### config.mk
export PLATFORM = sky130hd
export DESIGN_NAME = conv_pool_engine
export DESIGN_NICKNAME = d
export VERILOG_FILES = /design/src/rtl/conv_pool_engine.sv
export SDC_FILE = /design/constraint.sdc
export NUM_CORES = 2
export LEC_CHECK = 0
export ABC_CLOCK_PERIOD_IN_PS = 19900
export CAP_MARGIN = 20
export CELL_PAD_IN_SITES_DETAIL_PLACEMENT = 2
export CELL_PAD_IN_SITES_GLOBAL_PLACEMENT = 2
export CORE_ASPECT_RATIO = 0.75
export CORE_UTILIZATION = 41
export DETAILED_ROUTE_END_ITERATION = 6
export PLACE_DENSITY = 0.91
export SETUP_SLACK_MARGIN = 0.3
export SYNTH_ARGS = -nofsm -noshare
export SYNTH_HDL_FRONTEND = slang
export SYNTH_SLANG_ARGS = --single-unit
### constraint.sdc
create_clock -name clk -period 19.9 [get_ports clk]
set_clock_uncertainty 0.15 [all_clocks]
set_input_delay 5.97 -clock clk [delete_from_list [all_inputs] [get_ports clk]]
set_output_delay 5.97 -clock clk [all_outputs]
set_load 0.03 [all_outputs]
### src/rtl/conv_pool_engine.sv
// 3x3 convolution + bias + round + saturate + ReLU engine with optional 2x2 max-pool.
// The layer-0 map is written with csel=001 and the pooled layer-1 map with csel=011.
module conv_pool_engine #(
    parameter int IMG_W  = 64,
    parameter int IMG_H  = 64,
    parameter int DW     = 20,
    parameter int FRAC   = 16,
    parameter int ADDR_W = 12
) (
    input  logic              clk,
    input  logic              reset,
    input  logic              ready,
    output logic              busy,
    input  logic              pool_en,
    input  logic              coef_we,
    input  logic [3:0]        coef_idx,
    input  logic [DW-1:0]     coef_data,
    output logic [ADDR_W-1:0] iaddr,
    input  logic [DW-1:0]     idata,
    output logic              cwr,
    output logic [ADDR_W-1:0] caddr_wr,
    output logic [DW-1:0]     cdata_wr,
    output logic              crd,
    output logic [ADDR_W-1:0] caddr_rd,
    input  logic [DW-1:0]     cdata_rd,
    output logic [2:0]        csel
);

    localparam int ACC_W = 2*DW + 4;
    localparam int CW    = ADDR_W + 2;

    localparam logic [1:0] S_IDLE = 2'd0;
    localparam logic [1:0] S_CONV = 2'd1;
    localparam logic [1:0] S_POOL = 2'd2;

    localparam logic [CW-1:0]     W_C      = CW'(IMG_W);
    localparam logic [CW-1:0]     H_C      = CW'(IMG_H);
    localparam logic [ADDR_W-1:0] W_A      = ADDR_W'(IMG_W);
    localparam logic [ADDR_W-1:0] LAST_X   = ADDR_W'(IMG_W - 1);
    localparam logic [ADDR_W-1:0] LAST_PIX = ADDR_W'(IMG_W*IMG_H - 1);
    localparam logic [ADDR_W-1:0] LAST_PX  = ADDR_W'(IMG_W/2 - 1);
    localparam logic [ADDR_W-1:0] LAST_PO  = ADDR_W'((IMG_W/2)*(IMG_H/2) - 1);

    localparam logic signed [ACC_W-1:0] ROUND = ACC_W'(2**(FRAC-1));
    localparam logic signed [ACC_W-1:0] MAXV  = ACC_W'(2**(DW-1) - 1);

    logic [1:0]               state;
    logic [3:0]               ph;
    logic                     pool_r;
    logic signed [DW-1:0]     kern [0:8];
    logic signed [DW-1:0]     bias;

    logic [ADDR_W-1:0]        x_cnt;
    logic [ADDR_W-1:0]        y_cnt;
    logic [ADDR_W-1:0]        pix_addr;
    logic                     tap_ok_d;
    logic signed [DW-1:0]     coef_d;
    logic signed [ACC_W-1:0]  acc;
    logic [DW-1:0]            result;

    logic [ADDR_W-1:0]        px;
    logic [ADDR_W-1:0]        qbase;
    logic [ADDR_W-1:0]        paddr;
    logic [DW-1:0]            max_r;

    logic [1:0]               tap_row;
    logic [1:0]               tap_col;
    logic [CW-1:0]            tap_x;
    logic [CW-1:0]            tap_y;
    logic                     tap_ok;
    logic [ADDR_W-1:0]        tap_addr;

    logic signed [2*DW-1:0]   prod;
    logic signed [ACC_W-1:0]  prod_ext;
    logic signed [ACC_W-1:0]  sum;
    logic signed [ACC_W-1:0]  shifted;
    logic [DW-1:0]            relu_val;

    // Tap geometry: an off-image neighbour wraps to a huge unsigned value, so one compare catches both sides.
    always_comb begin
        tap_row  = (ph >= 4'd6) ? 2'd2 : (ph >= 4'd3) ? 2'd1 : 2'd0;
        tap_col  = (ph == 4'd1 || ph == 4'd4 || ph == 4'd7) ? 2'd1 :
                   (ph == 4'd2 || ph == 4'd5 || ph == 4'd8) ? 2'd2 : 2'd0;
        tap_x    = CW'(x_cnt) + CW'(tap_col) - CW'(1);
        tap_y    = CW'(y_cnt) + CW'(tap_row) - CW'(1);
        tap_ok   = (tap_x < W_C) && (tap_y < H_C);
        tap_addr = ADDR_W'(tap_y) * W_A + ADDR_W'(tap_x);
    end

    always_comb begin
        prod     = $signed(idata) * coef_d;
        prod_ext = {{(ACC_W-2*DW){prod[2*DW-1]}}, prod};
        sum      = acc + (ACC_W'(bias) <<< FRAC) + ROUND;
        shifted  = sum >>> FRAC;
        if (shifted[ACC_W-1]) begin
            relu_val = '0;
        end else if (shifted > MAXV) begin
            relu_val = MAXV[DW-1:0];
        end else begin
            relu_val = shifted[DW-1:0];
        end
    end

    always_ff @(posedge clk or posedge reset) begin
        if (reset) begin
            state    <= S_IDLE;
            ph       <= '0;
            pool_r   <= 1'b0;
            for (int i = 0; i < 9; i++) begin
                kern[i] <= '0;
            end
            bias     <= '0;
            x_cnt    <= '0;
            y_cnt    <= '0;
            pix_addr <= '0;
            tap_ok_d <= 1'b0;
            coef_d   <= '0;
            acc      <= '0;
            result   <= '0;
            px       <= '0;
            qbase    <= '0;
            paddr    <= '0;
            max_r    <= '0;
        end else begin
            case (state)
                S_IDLE: begin
                    if (coef_we) begin
                        if (coef_idx < 4'd9) begin
                            kern[coef_idx] <= coef_data;
                        end else if (coef_idx == 4'd9) begin
                            bias <= coef_data;
                        end
                    end
                    if (ready) begin
                        state    <= S_CONV;
                        pool_r   <= pool_en;
                        ph       <= '0;
                        x_cnt    <= '0;
                        y_cnt    <= '0;
                        pix_addr <= '0;
                    end
                end

                // Twelve-phase pixel: taps at 0-8, MACs trail by one at 1-9, finish at 10, write at 11.
                S_CONV: begin
                    tap_ok_d <= tap_ok;
                    coef_d   <= (ph < 4'd9) ? kern[ph] : '0;
                    if (ph == 4'd0) begin
                        acc <= '0;
                    end else if (ph <= 4'd9) begin
                        acc <= acc + (tap_ok_d ? prod_ext : '0);
                    end
                    if (ph == 4'd10) begin
                        result <= relu_val;
                    end
                    if (ph == 4'd11) begin
                        ph       <= '0;
                        pix_addr <= pix_addr + 1'b1;
                        if (x_cnt == LAST_X) begin
                            x_cnt <= '0;
                            y_cnt <= y_cnt + 1'b1;
                        end else begin
                            x_cnt <= x_cnt + 1'b1;
                        end
                        if (pix_addr == LAST_PIX) begin
                            state <= pool_r ? S_POOL : S_IDLE;
                            px    <= '0;
                            qbase <= '0;
                            paddr <= '0;
                        end
                    end else begin
                        ph <= ph + 1'b1;
                    end
                end

                // Six-phase pool output: reads at 0-3, compares trail by one at 1-4, write at 5.
                S_POOL: begin
                    if (ph == 4'd0) begin
                        max_r <= '0;
                    end else if (ph <= 4'd4 && cdata_rd > max_r) begin
                        max_r <= cdata_rd;
                    end
                    if (ph == 4'd5) begin
                        ph    <= '0;
                        paddr <= paddr + 1'b1;
                        if (px == LAST_PX) begin
                            px    <= '0;
                            qbase <= qbase + W_A + ADDR_W'(2);
                        end else begin
                            px    <= px + 1'b1;
                            qbase <= qbase + ADDR_W'(2);
                        end
                        if (paddr == LAST_PO) begin
                            state <= S_IDLE;
                        end
                    end else begin
                        ph <= ph + 1'b1;
                    end
                end

                default: begin
                    state <= S_IDLE;
                end
            endcase
        end
    end

    // Outputs decode straight from state so an asynchronous reset silences them at once.
    always_comb begin
        busy     = (state != S_IDLE);
        cwr      = ((state == S_CONV) && (ph == 4'd11)) || ((state == S_POOL) && (ph == 4'd5));
        crd      = (state == S_POOL) && (ph < 4'd4);
        iaddr    = ((state == S_CONV) && (ph < 4'd9) && tap_ok) ? tap_addr : '0;
        caddr_rd = crd ? (qbase + (ph[1] ? W_A : '0) + ADDR_W'(ph[0])) : '0;
        caddr_wr = '0;
        cdata_wr = '0;
        csel     = 3'b000;
        if (state == S_CONV) begin
            csel = 3'b001;
            if (cwr) begin
                caddr_wr = pix_addr;
                cdata_wr = result;
            end
        end else if (state == S_POOL) begin
            csel = (ph == 4'd5) ? 3'b011 : 3'b001;
            if (cwr) begin
                caddr_wr = paddr;
                cdata_wr = max_r;
            end
        end
    end

endmodule

## After elaboration in Yosys (flattened, before gate mapping)

Index checks and enable logic that the tools add are counted.
W data, S select, Z words.

| word-level totals | value |
|---|---|
| output and inout bits | 62 |
| register bits after elaboration | 384 |
| input bits | 69 |
| logic and storage cells | 176 |

| cells by class | value |
|---|---|
| multipliers | 1 |
| magnitude comparators | 14 |
| add/subtract/negate cells | 19 |
| mux-type cells | 62 |
| bitwise gates (word level) | 3 |
| equality and inequality tests | 21 |
| reduce and logical (&&, ||, !) cells | 32 |

Operators by type and width:

| kind | number |
|---|---|
| $mux W20 | 12 |
| $mux W12 | 19 |
| $bwmux W180 | 1 |
| $pmux W12 S2 | 6 |
| $mux W44 | 3 |
| $bmux W20 S4 | 1 |
| $demux W20 S4 | 1 |
| $add A12 B1 Y12 const B | 5 |
| $add A44 B17 Y44 const B | 1 |
| $add A44 B36 Y44 | 1 |
| $add A44 B44 Y44 | 1 |
| $mul A20 B20 Y40 | 1 |
| $gt A28 B20 Y1 const B | 1 |
| $lt A14 B7 Y1 const B | 2 |
| $sub A13 B1 Y14 const B | 2 |
| $add A12 B2 Y13 | 2 |
| $add A12 B2 Y12 const B | 2 |
| $mux W2 | 12 |
| $gt A20 B20 Y1 | 1 |
| $eq A4 B4 Y1 const B | 4 |
| $add A12 B1 Y12 | 1 |
| $add A12 B12 Y12 | 1 |
| $add A12 B7 Y12 | 1 |
| $add A12 B7 Y12 const B | 1 |
| 37 further kinds | 70 |

## Depth between registers and ports, before layout

| depth | value |
|---|---|
| depth after elaboration | 11 |
| mapped depth | 38 |
| gate-level depth less buffers | 37 |

## Least setup slack after synthesis

No wires, ideal clock.

| path | value |
|---|---|
| kind | input -> register |
| from | input port idata[19] |
| to | register acc[39] |
| arrival | 14100 ps |
| required time | 19615 ps |
| slack | 5515 ps |
| cell stages on the path | 33 |
| setup time | 135 ps |
| buffers on the path | 1 |
| path through | clkbuf_1 -> nand2_1 -> inv_1 -> fa_1 -> fa_1 -> fa_1 -> inv_1 -> fa_1 -> inv_1 -> fa_1 -> fa_1 -> inv_1 -> fa_1 -> inv_1 -> ha_1 -> a41o_1 -> a21oi_1 -> o21ai_0 -> o311ai_0 -> nand2b_1 -> a21o_1 -> a21oi_1 -> xor2_1 -> nor2_1 -> ha_1 -> and2_1 -> a32o_1 -> a311o_1 -> a21oi_1 -> nor2_1 -> nor2_1 -> xor2_1 -> o21ai_0 |

| between the ends | value |
|---|---|
| longest elaborated chain between the ends | 5 |

Ends and longest elaborated chain:

| element | line | RTL |
|---|---|---|
| start, declared | 19 | `input logic [DW-1:0] idata,` |
| $mul A20 B20 Y40 | 91 | `prod = $signed(idata) * coef_d;` |
| $mux W44 | 151 | `acc <= acc + (tap_ok_d ? prod_ext : '0);` |
| $add A44 B44 Y44 | 151 |  |
| $mux W44 | 150 | `end else if (ph <= 4'd9) begin` |
| $mux W44 | 148 | `if (ph == 4'd0) begin` |
| end signal, assigned | 151 |  |
| end, declared | 58 | `logic signed [ACC_W-1:0] acc;` |

Every way passes these cells. The select of a mux whose other input is x is not followed.
A chain may end at the register's enable or synchronous reset.

## Worst setup path after layout

| path | value |
|---|---|
| from | input port idata[19] |
| to | register acc[40] |

Same word-level chain as after synthesis.

==> impl_results.md <==
* Slew Limit Fails at 0
* Core area at 0.0936 mm²
* Number of global-route vias before repair at 39900
* Share of post-route cells with drive strength above 1 at 10.1%
* PortBufs at 129
* Startpoint Class: input port
* Initial Util at 41.4%
* P&R area growth vs syn at 10.4%
* Worst EP arrival at 18.81 ns
* Setup-failing EPs final at 0
* Fin. Hold Viols at 0
* EDFF count, synth at 0
* CP dominant cell by count: fa_1
* Maximum root-to-sink buffer count at 3
* Avg Vias per Cell at 6.77
* Post-Route WL at 209000 µm
* Min-Delay Path Class: flop to flop
* Max-slew headroom at 14.5%
* Post-synth top area share at 24.7%
* WL per Instance at 39.1 µm
* Synth cell count leaders: inv_1 (608), fa_1 (425), nand2_1 (385)
* Cell with the most instances after synthesis: inv_1
* Grt ovf at 0
* Die area at 0.0958 mm²
* Drt initial violations at 4242
* Syn Area/Cell at 9.60 µm²
* CTS Hold Buffers Added at 0
* H-tree lvl count at 2
* Sequential area share after synthesis at 24.7%
* Synthesized cell area at 0.0388 mm²
* Die X-Extent at 357 µm
* Clk sink count at 383
* Largest area contributor in the netlist: dfrtp_1
* Slowest cell delay on critical path at 1.11 ns
* Fin Setup TNS at 0 ns
* Die height at 268 µm
* Seq cells post-synth at 383
* Peak Freq at 53.9 MHz
* Drt first pass iters at 5
* Largest net degree at the start of global routing at 132
* Final Net Count at 4825
* Ports at 131
* Share of synthesized registers carrying an async set or reset at 100%
* Initial antenna violation count at 17
* Number of buffers created by CTS at 41
* Clk pin slew, worst setup/hold paths at 0.07 ns
* R2R depth at 29
* Vias at 36100
* Ys flop type: dfrtp_1
* Highest fanout seen on the critical path at 20
* ANT nets after route at 0
* GP Congestion at 0.882
* Post-CTS Setup Repair Bufs at 0
* Clk_lat worst skew at 0.67 ns
* RSZ-0062 raised after global routing: false
* Root Buffer: clkbuf_16
* Setup crit end kind: flop
* Hold Crit Depth at 2
* Unique masters post-synth at 92
* CP required at 20.17 ns
* Total GRT Usage at 39.7%
* Top cells by area, synth: dfrtp_1 (25%), fa_1 (22%), ha_1 (8.6%)
* Tightest Pin Transition at 1.27 ns
* First-pass GRT wire length at 279000 µm
* Final HPWL DP at 126000 µm
* DRC violations left at 0
* Min cycle time layout at 18.54 ns
* Status: finished, final reports clean
* Post-synthesis cell count at 4038
* Worst path slowest cell: clkdlybuf4s50_1
* Cts repair resizes at 0
* CTS tree: done
* Setup CP Type: input port to flop
* MaxCap Viol Count at 0
* Cell Rows at 97
* Synth warnings at 0
* Syn_nets at 4798
* Final Cycle Share at 93.1%
-- through the flow --
| stage | instances | util, % | area, µm² | worst slack, ns | hold WS [ns] |
|---|---|---|---|---|---|
| after floorplan | 4038 | - | 38800 | 3.14 | 0.301 |
| after global placement | 5253 | 44.1 | 41300 | 3.30 | 0.318 |
| after detailed placement | 5253 | 44.1 | 41300 | 2.42 | 0.335 |
| after CTS | 5325 | 45.6 | 42700 | 2.69 | 0.354 |
| after global routing | 5337 | 45.8 | 42800 | 1.35 | 0.375 |
| final | 5341 | 45.8 | 42800 | 1.36 | 0.345 |
-- cell families after synthesis --
kind of cell	share of synthesized area, %
and+or+nand+nor	13.4
adders and majority gates	30.5
buffers and inverters	8.06
muxes	9.11
other	0.00967
xor gates and xnor gates	3.07
AOI/OAI and AO/OA	11.1
DFF	24.7
-- state kept, by name, summed over array words and instances, names as in the netlist --
register  flops
qbase        11
acc          44
kern        180
paddr        12
y_cnt        12
state         2
x_cnt        12
result       20
pix_addr     12
bias         20
px           12
max_r        20
ph            4
coef_d       20
tap_ok_d      1
pool_r        1
-- placed cells by master, fill, tap and decap left out, types with 10 or more instances in the layout --
cell type	n
and3_1	39
o21a_1	26
ha_1	265
clkbuf_16	43
nor2_1	236
and2_1	220
nand2_1	385
o31ai_1	12
mux2_2	203
xor2_1	50
o21bai_1	26
nand2b_1	25
o21ai_0	141
inv_1	607
a21o_1	66
a32oi_1	17
xnor2_1	86
buf_4	57
nand3_1	52
nor2b_1	15
nand4_1	17
diode_2	10
fa_1	425
clkdlybuf4s50_1	129
mux4_2	40
o2bb2ai_1	21
dfrtp_1	381
a211oi_1	16
a22oi_1	45
a21oi_1	163
nor3_1	47
mux2i_1	32
-- layer usage --
| layer | GRT usage (%) | vias to the layer above | part of all wire [%] |
|---|---|---|---|
| met5 | 0.300 | - | 0.066 |
| met4 | 27.3 | 16 | 9.7 |
| li1 | - | 13200 | - |
| met2 | 65.3 | 3095 | 45 |
| met3 | 10.7 | 1358 | 11 |
| met1 | 45.1 | 18400 | 34 |
-- worst max-delay path: cells and delay by family --
kind                     cells  cell delay, ns
AND/OR/NAND/NOR              5            1.71
AO/OA/AOI/OAI               10            4.00
adder cells (fa/ha/maj)      9            5.10
buffers and inverters        6            1.99
-- path summary, 6_finish.rpt --
| path | start | end | slack [ns] |
|---|---|---|---|
| worst min-delay path | acc[6]$_DFFE_PP0P_ | acc[6]$_DFFE_PP0P_ | 0.35 |
| worst min register to register | acc[6]$_DFFE_PP0P_ | acc[6]$_DFFE_PP0P_ | 0.35 |
| worst max-delay path | idata[19] | acc[40]$_DFFE_PP0P_ | 1.36 |
| worst max register to register | coef_d[2]$_DFFE_PP0P_ | acc[40]$_DFFE_PP0P_ | 6.76 |
| max in group asynchronous | reset | ph[0]$_DFFE_PP0P_ | 11.20 |
| min in group asynchronous | reset | kern[106]$_DFFE_PP0P_ | 5.75 |
-- final cells by class --
cell class,count,area [µm²]
Antenna cell,10,25.0
Fill cell,9723,50700
Sequential cell,383,9590
Clock buffer,53,1160
Timing Repair Buffer,192,1860
Inverter,608,2290
Multi-Input combinational cell,2839,26100
Clock inverter,19,244
Tap cell,1237,1550
Power is not shown: default switching activity piles up to over one toggle a cycle in this logic, so the estimate is an artifact.
